<file path="config.mk">
export PLATFORM = sky130hd
export DESIGN_NAME = bcd_uart_tx_flat
export DESIGN_NICKNAME = d
export VERILOG_FILES = /design/src/rtl/bcd_uart_tx_if.sv /design/src/rtl/bcd_uart_tx.sv /design/src/flat_wrapper.sv
export SDC_FILE = /design/constraint.sdc
export NUM_CORES = 1
export LEC_CHECK = 0
export BUFFER_PORTS_ARGS = -buffer_cell sky130_fd_sc_hd__clkbuf_2
export CAP_MARGIN = 20
export CELL_PAD_IN_SITES_DETAIL_PLACEMENT = 0
export CELL_PAD_IN_SITES_GLOBAL_PLACEMENT = 2
export CORE_MARGIN = 4
export CORE_UTILIZATION = 28
export CTS_CLUSTER_DIAMETER = 50
export DETAILED_ROUTE_END_ITERATION = 8
export GPL_TIMING_DRIVEN = 0
export HOLD_SLACK_MARGIN = 0.03
export PLACE_DENSITY_LB_ADDON = 0.1
export SYNTH_ARGS = -nofsm -noshare
export SYNTH_HDL_FRONTEND = slang
export SYNTH_SLANG_ARGS = --single-unit
</file>
<file path="constraint.sdc">
create_clock -name clk -period 2.4 [get_ports clk]
set_input_delay 0.48 -clock clk [delete_from_list [all_inputs] [get_ports clk]]
set_output_delay 0.48 -clock clk [all_outputs]
set_load 0.005 [all_outputs]
</file>
<file path="src/rtl/bcd_uart_tx_if.sv">
// Handshake and serial-output bundle for bcd_uart_tx: the send strobe and digit
// snapshot source on one side, the UART line and status flags on the other.
interface bcd_uart_tx_if #(
    parameter int NUM_DIGITS = 4
);
    logic                    send;
    logic [4*NUM_DIGITS-1:0] digits;
    logic                    txd;
    logic                    busy;
    logic                    done;

    modport master (output send, digits, input txd, busy, done);
    modport slave  (input send, digits, output txd, busy, done);
endinterface

</file>
<file path="src/rtl/bcd_uart_tx.sv">
// Snapshots a chain of BCD digits on a send strobe and streams them as ASCII
// over 8N1 UART, MS digit first, terminated by CR LF.
module bcd_uart_tx #(
    parameter int CLKS_PER_BIT = 10417,
    parameter int NUM_DIGITS   = 4
) (
    input  logic         clk,
    input  logic         rst,
    bcd_uart_tx_if.slave bus
);
    localparam int BW = (CLKS_PER_BIT > 1) ? $clog2(CLKS_PER_BIT) : 1;
    localparam int CW = $clog2(NUM_DIGITS + 2);
    localparam int SW = 4 * NUM_DIGITS;

    localparam logic [1:0] IDLE  = 2'd0;
    localparam logic [1:0] START = 2'd1;
    localparam logic [1:0] DATA  = 2'd2;
    localparam logic [1:0] STOP  = 2'd3;

    logic [1:0]    state_q,  state_d;
    logic [BW-1:0] baud_q,   baud_d;
    logic [2:0]    bit_q,    bit_d;
    logic [CW-1:0] char_q,   char_d;
    logic [SW-1:0] shadow_q, shadow_d;
    logic          txd_q,    txd_d;
    logic          busy_q,   busy_d;
    logic          done_q,   done_d;

    logic          last_baud;
    logic [3:0]    cur_nib;
    logic [7:0]    cur_byte;

    // The shadow shifts left after each digit, so the current digit is always the top nibble.
    always_comb begin
        cur_nib = shadow_q[SW-1 -: 4];
        if (char_q < CW'(NUM_DIGITS))
            cur_byte = (cur_nib <= 4'd9) ? (8'h30 + {4'h0, cur_nib}) : 8'h3F;
        else if (char_q == CW'(NUM_DIGITS))
            cur_byte = 8'h0D;
        else
            cur_byte = 8'h0A;
    end

    // NOTE: every signal gets a default first so no path through the case infers a latch.
    always_comb begin
        state_d   = state_q;
        baud_d    = baud_q;
        bit_d     = bit_q;
        char_d    = char_q;
        shadow_d  = shadow_q;
        done_d    = 1'b0;
        last_baud = (baud_q == BW'(CLKS_PER_BIT - 1));

        case (state_q)
            IDLE: begin
                if (bus.send) begin
                    shadow_d = bus.digits;
                    char_d   = '0;
                    baud_d   = '0;
                    state_d  = START;
                end
            end
            START: begin
                if (last_baud) begin
                    baud_d  = '0;
                    bit_d   = '0;
                    state_d = DATA;
                end else begin
                    baud_d = baud_q + BW'(1);
                end
            end
            DATA: begin
                if (last_baud) begin
                    baud_d = '0;
                    if (bit_q == 3'd7) state_d = STOP;
                    else               bit_d   = bit_q + 3'd1;
                end else begin
                    baud_d = baud_q + BW'(1);
                end
            end
            STOP: begin
                if (last_baud) begin
                    baud_d = '0;
                    if (char_q == CW'(NUM_DIGITS + 1)) begin
                        state_d = IDLE;
                        done_d  = 1'b1;
                    end else begin
                        char_d   = char_q + CW'(1);
                        shadow_d = shadow_q << 4;
                        state_d  = START;
                    end
                end else begin
                    baud_d = baud_q + BW'(1);
                end
            end
            default: state_d = IDLE;
        endcase

        // Outputs are registered copies of what the next state drives on the line.
        case (state_d)
            START:   txd_d = 1'b0;
            DATA:    txd_d = cur_byte[bit_d];
            default: txd_d = 1'b1;
        endcase
        busy_d = (state_d != IDLE);
    end

    // NOTE: sequential state uses non-blocking assignments so all flops update from pre-edge values.
    always_ff @(posedge clk or negedge rst) begin
        if (!rst) begin
            state_q  <= IDLE;
            baud_q   <= '0;
            bit_q    <= '0;
            char_q   <= '0;
            // NOTE: the shadow is cleared too; it is a handful of flops, not a RAM, so reset is cheap.
            shadow_q <= '0;
            txd_q    <= 1'b1;
            busy_q   <= 1'b0;
            done_q   <= 1'b0;
        end else begin
            state_q  <= state_d;
            baud_q   <= baud_d;
            bit_q    <= bit_d;
            char_q   <= char_d;
            shadow_q <= shadow_d;
            txd_q    <= txd_d;
            busy_q   <= busy_d;
            done_q   <= done_d;
        end
    end

    assign bus.txd  = txd_q;
    assign bus.busy = busy_q;
    assign bus.done = done_q;
endmodule
</file>
<file path="src/flat_wrapper.sv">
// flat-port wrapper written by rule: the top's interface ports become plain ports
module bcd_uart_tx_flat 
#(
    parameter int CLKS_PER_BIT = 10417,
    parameter int NUM_DIGITS   = 4
)
  (clk, rst, bus_send, bus_digits, bus_txd, bus_busy, bus_done);
  bcd_uart_tx_if #(.NUM_DIGITS(NUM_DIGITS)) bus_i ();
  input  logic clk;
  input  logic rst;
  input wire logic [$bits(bus_i.send)-1:0] bus_send;
  input wire logic [$bits(bus_i.digits)-1:0] bus_digits;
  output wire logic [$bits(bus_i.txd)-1:0] bus_txd;
  output wire logic [$bits(bus_i.busy)-1:0] bus_busy;
  output wire logic [$bits(bus_i.done)-1:0] bus_done;
  assign bus_i.send = bus_send;
  assign bus_i.digits = bus_digits;
  assign bus_txd = bus_i.txd;
  assign bus_busy = bus_i.busy;
  assign bus_done = bus_i.done;
  bcd_uart_tx #(.CLKS_PER_BIT(CLKS_PER_BIT), .NUM_DIGITS(NUM_DIGITS)) u_core (.clk(clk), .rst(rst), .bus(bus_i));
endmodule
</file>
# Word-level counts from Yosys, hierarchy flattened

Cells that the tools add are included.

Muxes and demuxes: 31
$add $sub $neg: 4
Eq/ne operators: 12
$lt $le $gt $ge: 3
Reduce and logical (&&, ||, !) cells: 5

Operators with widths:

| cell                  | number |
|---|---|
| $mux 16               | 3 |
| $pmux 16 s2           | 1 |
| $mux 14               | 2 |
| $pmux 14 s2           | 1 |
| $mux 3                | 7 |
| $mux 8                | 2 |
| $add 14x1->14 const B | 1 |
| $eq 14x14->1 const B  | 1 |
| $pmux 3 s2            | 2 |
| $mux 2                | 5 |
| $eq 3x3->1 const B    | 3 |
| $pmux 2 s4            | 1 |
| $add 6x4->7 const A   | 1 |
| $add 3x1->3 const B   | 2 |
| $eq 2x2->1 const B    | 3 |
| $mux 1                | 5 |
| $eq 2x1->1 const B    | 2 |
| $le 4x4->1 const B    | 1 |
| $lt 3x4->1 const B    | 1 |
| $ne 2x2->1 const B    | 2 |
| $reduce_and 4->1      | 1 |
| $reduce_bool 2->1     | 2 |
| $bmux 1 s3            | 1 |
| $lt 3x3->1 const B    | 1 |
| other kinds (4)       | 4 |

Register bits after elaboration: 41
Logic and storage cells: 63

# Longest topological paths before layout

Gate-level depths: netlist of the first run.

Depth after elaboration: 7
Gate-level depth with buffers: 10
Gate-level depth less buffers: 9

# Least setup slack after synthesis of the first run

OpenSTA, ideal clock, no wires.

Path type: reg-to-reg
Start point: register u_core.baud_q[0]
End point: register u_core.txd_q (netlist: u_core.bus.txd)
Arrival time: 2.403 ns
Setup slack: -0.088 ns
Stages on the path, launching flop included: 11
Library setup time: 0.085 ns
Required time: 2.315 ns
Path buffers: 1
Path through: dfrtp_1 -> inv_1 -> ha_1 -> or4b_4 -> or4_4 -> buf_6 -> o32a_1 -> inv_2 -> o311ai_0 -> o221ai_1 -> o22ai_1

Cells in the longest elaborated chain, start to end: 6
Elaborated cells between the ends (all ways): 13
Classes of those cells: eq/ne (3); mux (10)

Ends and longest elaborated chain:

| what                             | line                                 | RTL |
|---|---|---|
| from (decl)                      | bcd_uart_tx.sv:21                    | `logic [BW-1:0] baud_q, baud_d;` |
| from (signal assigned)           | bcd_uart_tx.sv:122                   | `baud_q <= baud_d;` |
| $eq 14x14->1 *                   | bcd_uart_tx.sv:52                    | `last_baud = (baud_q == BW'(CLKS_PER_BIT - 1));` |
| $mux 3, on equally long branches | bcd_uart_tx.sv:73, bcd_uart_tx.sv:64 |  |
| $pmux 3 s2 *                     | bcd_uart_tx.sv:54                    | `case (state_q)` |
| net u_core.bit_d[1]              | bcd_uart_tx.sv:22                    | `logic [2:0] bit_q, bit_d;` |
| $bmux 1 s3 *                     | bcd_uart_tx.sv:102                   | `DATA: txd_d = cur_byte[bit_d];` |
| $mux 1 (implied by the code) *   | bcd_uart_tx.sv:102                   |  |
| $pmux 1 s2 *                     | bcd_uart_tx.sv:100                   | `case (state_d)` |
| net u_core.txd_d                 | bcd_uart_tx.sv:25                    | `logic txd_q, txd_d;` |
| to (signal assigned)             | bcd_uart_tx.sv:126                   | `txd_q <= txd_d;` |
| to (decl)                        | bcd_uart_tx.sv:25                    |  |

The timed path passes the listed nets; every way through them passes the cells marked *. The select of a mux whose other input is x is not followed.
A chain may end at the register's enable or synchronous reset.

# Worst setup path in the final report of the first run

Start point: register u_core.baud_q[0]
End point: register u_core.txd_q (netlist: u_core.bus.txd)

Cells in the longest elaborated chain, start to end: 6
Elaborated cells between the ends (all ways): 13
Classes of those cells: eq/ne (3); mux (10)

Ends and longest elaborated chain:

| what                             | line |
|---|---|
| $eq 14x14->1 *                   | bcd_uart_tx.sv:52 |
| $mux 3, on equally long branches | bcd_uart_tx.sv:73, bcd_uart_tx.sv:64 |
| $pmux 3 s2                       | bcd_uart_tx.sv:54 |
| $bmux 1 s3                       | bcd_uart_tx.sv:102 |
| $mux 1 (implied by the code)     | bcd_uart_tx.sv:102 |
| $pmux 1 s2 *                     | bcd_uart_tx.sv:100 |
| net u_core.txd_d                 | bcd_uart_tx.sv:25 |

Marked as above.

==> results.md, run 1 <==
* Commonest non-fill, non-tap cell in the layout: dfrtp_1
* Syn Nets at 274
* Row count at 32
* Port buffer count at 21
* CP max FO at 10
* Synth Area in Adders at 5.91%
* Final setup viols at 19
* Clk root buf: clkbuf_8
* Pin count of the biggest net entering global routing at 27
* Hold Crit Class: input port to asynchronous set/reset pin
* H-tree levels at 2
* Pre-CTS WS at -0.485 ns
* CP Cell Sequence: inv_2 > ha_2 > or4b_4 > buf_6 > nor4_4 > buf_4 > o22ai_1 > or4_1 > nand4_1 > o22ai_1
* Synth unique cells at 53
* Area of the mapped netlist at 0.00233 mm2
* Vias at 1894
* Most frequent cells in the layout: dfrtp_1 (40), nor2_1 (26), nand2_1 (25)
* GRT overflow at 0
* Static Leakage at 1.27 nW
* First-pass DRT Iterations at 4
* Vias in the first global route at 1928
* EDFF count, synth at 0
* P&R area growth vs syn at 24.0%
* Die Ht at 99.2 um
* Core Area at 0.00789 mm2
* Peak supply drop at 0.257 mV
* Clock tree sinks at 41
* Worst path max stage delay at 0.54 ns
* Xor-xnor portion of the synthesized cell area at 4.52%
* Mux cell area share after synthesis at 5.16%
* Total Power at 1.30 mW
* Synth warnings at 0
* Type of origin of the critical path: flop
* Vias/cell at 4.93
* Share of cells above drive strength 1 at 23.0%
* DP Wirelength at 4200 um
* Worst clock skew at 0.00953 ns
* Clk Latency, worst-skew pair at 0.29 ns
* Initial core utilization at 29.5%
* Initial antenna violation count at 0
* Yosys reg bits at 41
* Max Cap Viol at 0
* Antenna-violating nets left at 0
* Post-route cell area at 0.00289 mm2
* Number of remaining DRC errors at 0
* Io pins at 22
* CTS tree: done
* Total Routed Length at 5770 um
* CTS Buffer Depth at 2
* Chip Width at 99.2 um
* Placed cell count at 368
* Fin Hold WS at 0.135 ns
* Finished Layout Cells at 384
* Post-Synth Simple-Gate Area at 19.5%
* Total CTS buffers at 5
* Sequential-to-total area share from yosys stat at 44.1%
* Wire per inst at 15.0 um
* Largest family of logic cells by synthesized area: simple AND/OR/NAND/NOR gates
* Register clock-pin slew on the reported worst setup and hold paths at 0.09 ns
* Status: finished with violations
* Crit-path slowest cell: or4_1
* Crit. End Element: flop
* Synth Area per Inst at 9.54 um2
* Fin crit share at 106%
* Ys flop type: dfrtp_1
* WP data required at 2.62 ns
* Failing checks: negative setup slack
* Slew HR at 55.5%
* Worst Path Arrival at 2.75 ns
* Routability cong. at 0.728
* Post-Synthesis Cells at 244
* WS Path Type: flop to flop
* GRT Total Usage at 12.5%
* Unrepaired setup endpoints after global routing: true
* Slew @ Worst Pin at 0.668 ns
* Filler cell count at 835
* DRT iter0 DRCs at 75
* Placed inst area at 0.00258 mm2
* Antenna diode count at 0
* Fmax at 394 MHz
* Layout Nets at 312
* Pwr per Cell Area at 451 mW/mm2
* Synth Area in Compound Gates at 16.7%
* Hold Vio Cnt, Final at 0
* First-pass GRT wire length at 9800 um
* Final Worst Setup Slack at -0.135 ns
* Final min period at 2.54 ns
* Hold-fix buffers at CTS at 0
* DIE AREA at 0.00983 mm2
* Top cell by count, worst path: o22ai_1
* FFs w/ async S/R, synth at 100%
* Pins Over Slew Limit at 0
metal layers:
layer	up-vias	global-route usage [%]	share of wire (%)
li1	946	-	-
met1	904	18.6	51
met2	39	18.9	44
met3	5	2.66	4.3
met4	0	2.21	0.85
met5	-	0	0
critical path, delay by kind of cell (launching register included):
kind | cells | cell delay, ns
simple gates | 4 | 1.27
buf+inv | 3 | 0.42
flops | 1 | 0.40
compound gates | 2 | 0.22
fa+ha+maj | 1 | 0.15
flip-flops by register name (all words and copies together), names as in the netlist:
| register | count |
|---|---|
| u_core.shadow_q | 16 |
| u_core.state_q | 2 |
| u_core.bus.busy | 1 |
| u_core.baud_q | 14 |
| u_core.char_q | 3 |
| u_core.bus.done | 1 |
| u_core.bus.txd | 1 |
| u_core.bit_q | 3 |
timing repair:
action | CTS | global route
setup endpoints to repair | 33 | 36
gates resized for setup | 16 | 24
pin swaps | 4 | 6
gates cloned | 1 | 0
hold endpoints to repair | 0 | 0
setup buffers | 9 | 0
area by class of cell:
| cell class | instances | area [um2] | share of cell area [%] |
|---|---|---|---|
| inverter | 13 | 48.8 | 1.69 |
| clock inverter | 2 | 35.0 | 1.21 |
| sequential | 41 | 1030 | 35.6 |
| buffer | 9 | 78.8 | 2.73 |
| timing repair buffer | 32 | 226 | 7.85 |
| tap | 102 | 128 | 4.42 |
| clock buffer | 5 | 68.8 | 2.39 |
| multi-input combinational | 180 | 1270 | 44.1 |
cells in the mapped netlist (4+ instances only):
cell type / n / area, um2
ha_1: 11 / 138
inv_1: 12 / 45.0
nor2_1: 26 / 97.6
mux2i_1: 12 / 120
dfrtp_1: 40 / 1000
nand4_1: 5 / 31.3
nand2_1: 27 / 101
and3_1: 4 / 25.0
clkbuf_1: 8 / 30.0
a21oi_1: 4 / 20.0
o21ai_0: 22 / 110
nand3_1: 7 / 35.0
a22o_1: 4 / 35.0
xnor2_1: 6 / 52.6
xor2_1: 6 / 52.6
per-stage QoR:
step           util [%]  TNS [ns]
2_1_floorplan         -   -0.0203
3_3_place_gp       32.5    -11.41
3_5_place_dp       32.8    -11.43
4_1_cts            36.0     -1.25
5_1_grt            36.6     -3.72
6_report           36.6     -1.64
power breakdown:
part           total (mW)  leakage [nW]  switching, mW  internal (mW)
Clock               0.546        0.0540          0.244          0.303
Sequential          0.707         0.512        0.00687          0.700
Combinational      0.0488         0.707         0.0269         0.0219
Total                1.30          1.27          0.277           1.03
kinds of logic after synthesis:
kind of cell | after synthesis
adders and majority gates | 11
muxes | 12
AOI/OAI and AO/OA | 54
buffers and inverters | 23
xor gates and xnor gates | 12
and+or+nand+nor | 91
DFF | 41
path summary, 6_finish.rpt:
path	slack, ns	from	cells past startpoint	end
max	-0.14	u_core.baud_q[0]$_DFFE_PN0P_	10	u_core.bus.txd$_DFF_PN1_
max in group asynchronous	1.70	rst	2	u_core.bus.txd$_DFF_PN1_
min reg2reg	0.48	u_core.shadow_q[6]$_DFFE_PN0P_	2	u_core.shadow_q[6]$_DFFE_PN0P_
min in group clk	0.40	bus_digits[1]	2	u_core.shadow_q[1]$_DFFE_PN0P_
max reg2reg	-0.14	u_core.baud_q[0]$_DFFE_PN0P_	10	u_core.bus.txd$_DFF_PN1_
min	0.14	rst	1	u_core.bit_q[1]$_DFF_PN0_
(Power assumes the default switching activity.)
==> run 2, diff against run 1 <==
REMOVE_ABC_BUFFERS = 1   (was not set)
==> run 2 against run 1 <==
The run still ends with negative setup slack left. Register-to-register slack about the same. Non-clock buffer count decreased by 13. Global-route usage decreased by 1.3 points. Total power decreased by 5.9%. Cell area decreased by 5.2%. Worst hold slack got worse by 0.026 ns. Utilization decreased by 1.9 points. Sequential share of layout area increased by 2.0 points. Die area unchanged. Combinational power decreased by 5.5%. Clock power decreased by 13%. Via count decreased by 5.6%. Largest power group unchanged.
==> results.md, run 2 (synthesis gave the netlist of run 1 again) <==
* Status: finished with violations
* Failing checks: negative setup slack
* GRT Total Usage at 11.2% (-1.3 points)
* DRT iter0 DRCs at 44 (-41%)
* Crit. End Element: flop
* Net Sw Frac at 22.6% (+1.3 points)
* Fmax at 397 MHz (+0.55%)
* CP max FO at 6 (-4)
* Share of cells above drive strength 1 at 19.7% (-3.3 points)
* Switching Power at 0.277 mW (-0.20%)
* Worst Path Arrival at 2.74 ns (about the same)
* Hold Crit Class: input port to asynchronous set/reset pin
* Io pins at 22 (unchanged)
* Fin crit share at 105% (-0.57 points)
* GRT overflow at 0 (unchanged)
* Routability cong. at 0.714 (-2.0%)
* Unrepaired setup endpoints after global routing: true
* First-pass DRT Iterations at 4 (unchanged)
* Slew HR at 53.0% (-2.5 points)
* Hold-fix buffers at CTS at 0 (unchanged)
* Slew @ Worst Pin at 0.703 ns (+0.0354 ns)
* Register clock-pin slew on the reported worst setup and hold paths at 0.08 ns (about the same)
* Core Area at 0.00789 mm2 (unchanged)
* Port buffer count at 21 (unchanged)
* Wire per inst at 14.0 um (-6.7%)
* CTS tree: done
* Combinational fraction of design power at 3.8% (about the same)
* Pins Over Slew Limit at 0 (unchanged)
* Clock power frac at 38.5% (-3.4 points)
* Finished Layout Cells at 371 (-3.4%)
* Commonest non-fill, non-tap cell in the layout: dfrtp_1
* Placed cell count at 358 (-2.7%)
* Most frequent cells in the layout: dfrtp_1 (39), nand2_1 (26), nor2_1 (25)
* Vias/cell at 4.82 (-2.3%)
* WS Path Type: flop to flop
* Number of remaining DRC errors at 0 (unchanged)
* Sequential cell fraction of total power at 57.7% (+3.4 points)
* Pwr per Cell Area at 448 mW/mm2 (-0.75%)
* Antenna-violating nets left at 0 (unchanged)
* Vias in the first global route at 1783 (-7.5%)
* Final setup viols at 2 (-17)
* WP data required at 2.62 ns (about the same)
* Max Cap Viol at 0 (unchanged)
* DIE AREA at 0.00983 mm2 (unchanged)
* H-tree levels at 2 (unchanged)
* Final min period at 2.52 ns (-0.0138 ns)
* Clk root buf: clkbuf_8
* Largest regs: u_core.shadow_q: 16 flops, u_core.baud_q: 14 flops
* Static Leakage at 1.18 nW (-6.9%)
* P&R area growth vs syn at 17.6%
* Total Power at 1.23 mW (-5.9%)
* Worst clock skew at 0.00441 ns (-0.00513 ns)
* Total CTS buffers at 5 (unchanged)
* Clk Latency, worst-skew pair at 0.29 ns (about the same)
* Chip Width at 99.2 um (unchanged)
* Hold Vio Cnt, Final at 0 (unchanged)
* Final Worst Setup Slack at -0.122 ns (+0.0138 ns)
* Total Routed Length at 5200 um (-9.9%)
* Die Ht at 99.2 um (unchanged)
* Row count at 32 (unchanged)
* DP Wirelength at 3830 um (-8.9%)
* Max reg flops at 16 (unchanged)
* Layout Nets at 299 (-4.2%)
* R2R depth at 8 (-2)
* Cell internal pwr at 0.949 mW (-7.4%)
* Vias at 1787 (-5.6%)
* Initial core utilization at 29.5% (unchanged)
* Antenna diode count at 0 (unchanged)
* Peak supply drop at 0.273 mV (+6.6%)
* First-pass GRT wire length at 8830 um (-10%)
* Initial antenna violation count at 0 (unchanged)
* Largest Register: u_core.shadow_q
* CTS Buffer Depth at 2 (unchanged)
* Clock tree sinks at 41 (unchanged)
* Pin count of the biggest net entering global routing at 30 (+11%)
* Type of origin of the critical path: flop
## run 2: cell types whose count changed in the layout (fill, tap and decap cells not counted), moves of 3 or more
| cell | delta |
|---|---|
| o21ai_2 | -3 |
| o21ai_0 | +6 |
| o21ai_1 | -3 |
| buf_4 | -3 |
| clkbuf_1 | -3 |
## run 2: final cells by class
type | count | area (um2)
Inverter | 13 | 48.8
Multi-Input combinational cell | 180 | 1270
Clock buffer | 6 | 82.6
Tap cell | 102 | 128
Clock inverter | 1 | 7.51
Fill cell | 820 | 5150
Sequential cell | 41 | 1030
Timing Repair Buffer | 28 | 174
## run 2: critical path, cell delays in order (launching register included)
cell and delay (ns):
dfrtp_1 0.39, inv_2 0.08, ha_4 0.12, or4b_4 0.49
or4_4 0.58, a2111oi_4 0.37, a221oi_4 0.09, o311a_1 0.16
o22ai_1 0.16
## run 2: final timing paths
check / from / end / slack (ns)
min: rst / u_core.bus.busy$_DFF_PN0_ / 0.11
max: u_core.baud_q[0]$_DFFE_PN0P_ / u_core.bus.txd$_DFF_PN1_ / -0.12
min in group clk: bus_digits[0] / u_core.shadow_q[0]$_DFFE_PN0P_ / 0.40
max in group asynchronous: rst / u_core.bus.txd$_DFF_PN1_ / 1.74
min reg2reg: u_core.shadow_q[11]$_DFFE_PN0P_ / u_core.shadow_q[11]$_DFFE_PN0P_ / 0.49
max reg2reg: u_core.baud_q[0]$_DFFE_PN0P_ / u_core.bus.txd$_DFF_PN1_ / -0.12
## run 2: stage by stage
| step | hold slack (ns) | utilization, % | setup WS (ns) | cell area [um2] | TNS (ns) |
|---|---|---|---|---|---|
| after floorplan | 0.184 | - | -0.410 | 2280 | -8.13 |
| after global placement | 0.462 | 31.9 | -1.02 | 2510 | -32.87 |
| after detailed placement | 0.443 | 32.1 | -0.963 | 2530 | -30.32 |
| after CTS | 0.121 | 34.2 | -0.144 | 2700 | -0.233 |
| after global routing | 0.131 | 34.7 | -0.223 | 2740 | -1.64 |
| final | 0.109 | 34.7 | -0.122 | 2740 | -0.204 |
## run 2: power by group through the flow
stage | Clock (mW) | Sequential, mW | Combinational (mW)
2_1_floorplan | 0 | 0.719 | 0.0126
3_3_place_gp | 0 | 0.721 | 0.0450
3_5_place_dp | 0 | 0.722 | 0.0487
4_1_cts | 0.499 | 0.708 | 0.0488
5_1_grt | 0.528 | 0.709 | 0.0554
6_report | 0.473 | 0.707 | 0.0461
## run 2: routing by layer
layer	global-route usage, %	share of wire, %	routed length, um	vias to the layer above
li1	-	-	-	919
met1	16.1	51	2650	836
met2	16.8	44	2290	26
met3	2.73	3.9	204	6
met4	3.15	1.2	61	0
met5	0	0	0	-
## run 2: what timing repair did
action / 4_1_cts / 5_1_grt
setup buffers: 5 / 1
resized for setup: 9 / 8
endpoints found under the setup margin: 39 / 26
pin swaps: 4 / 3
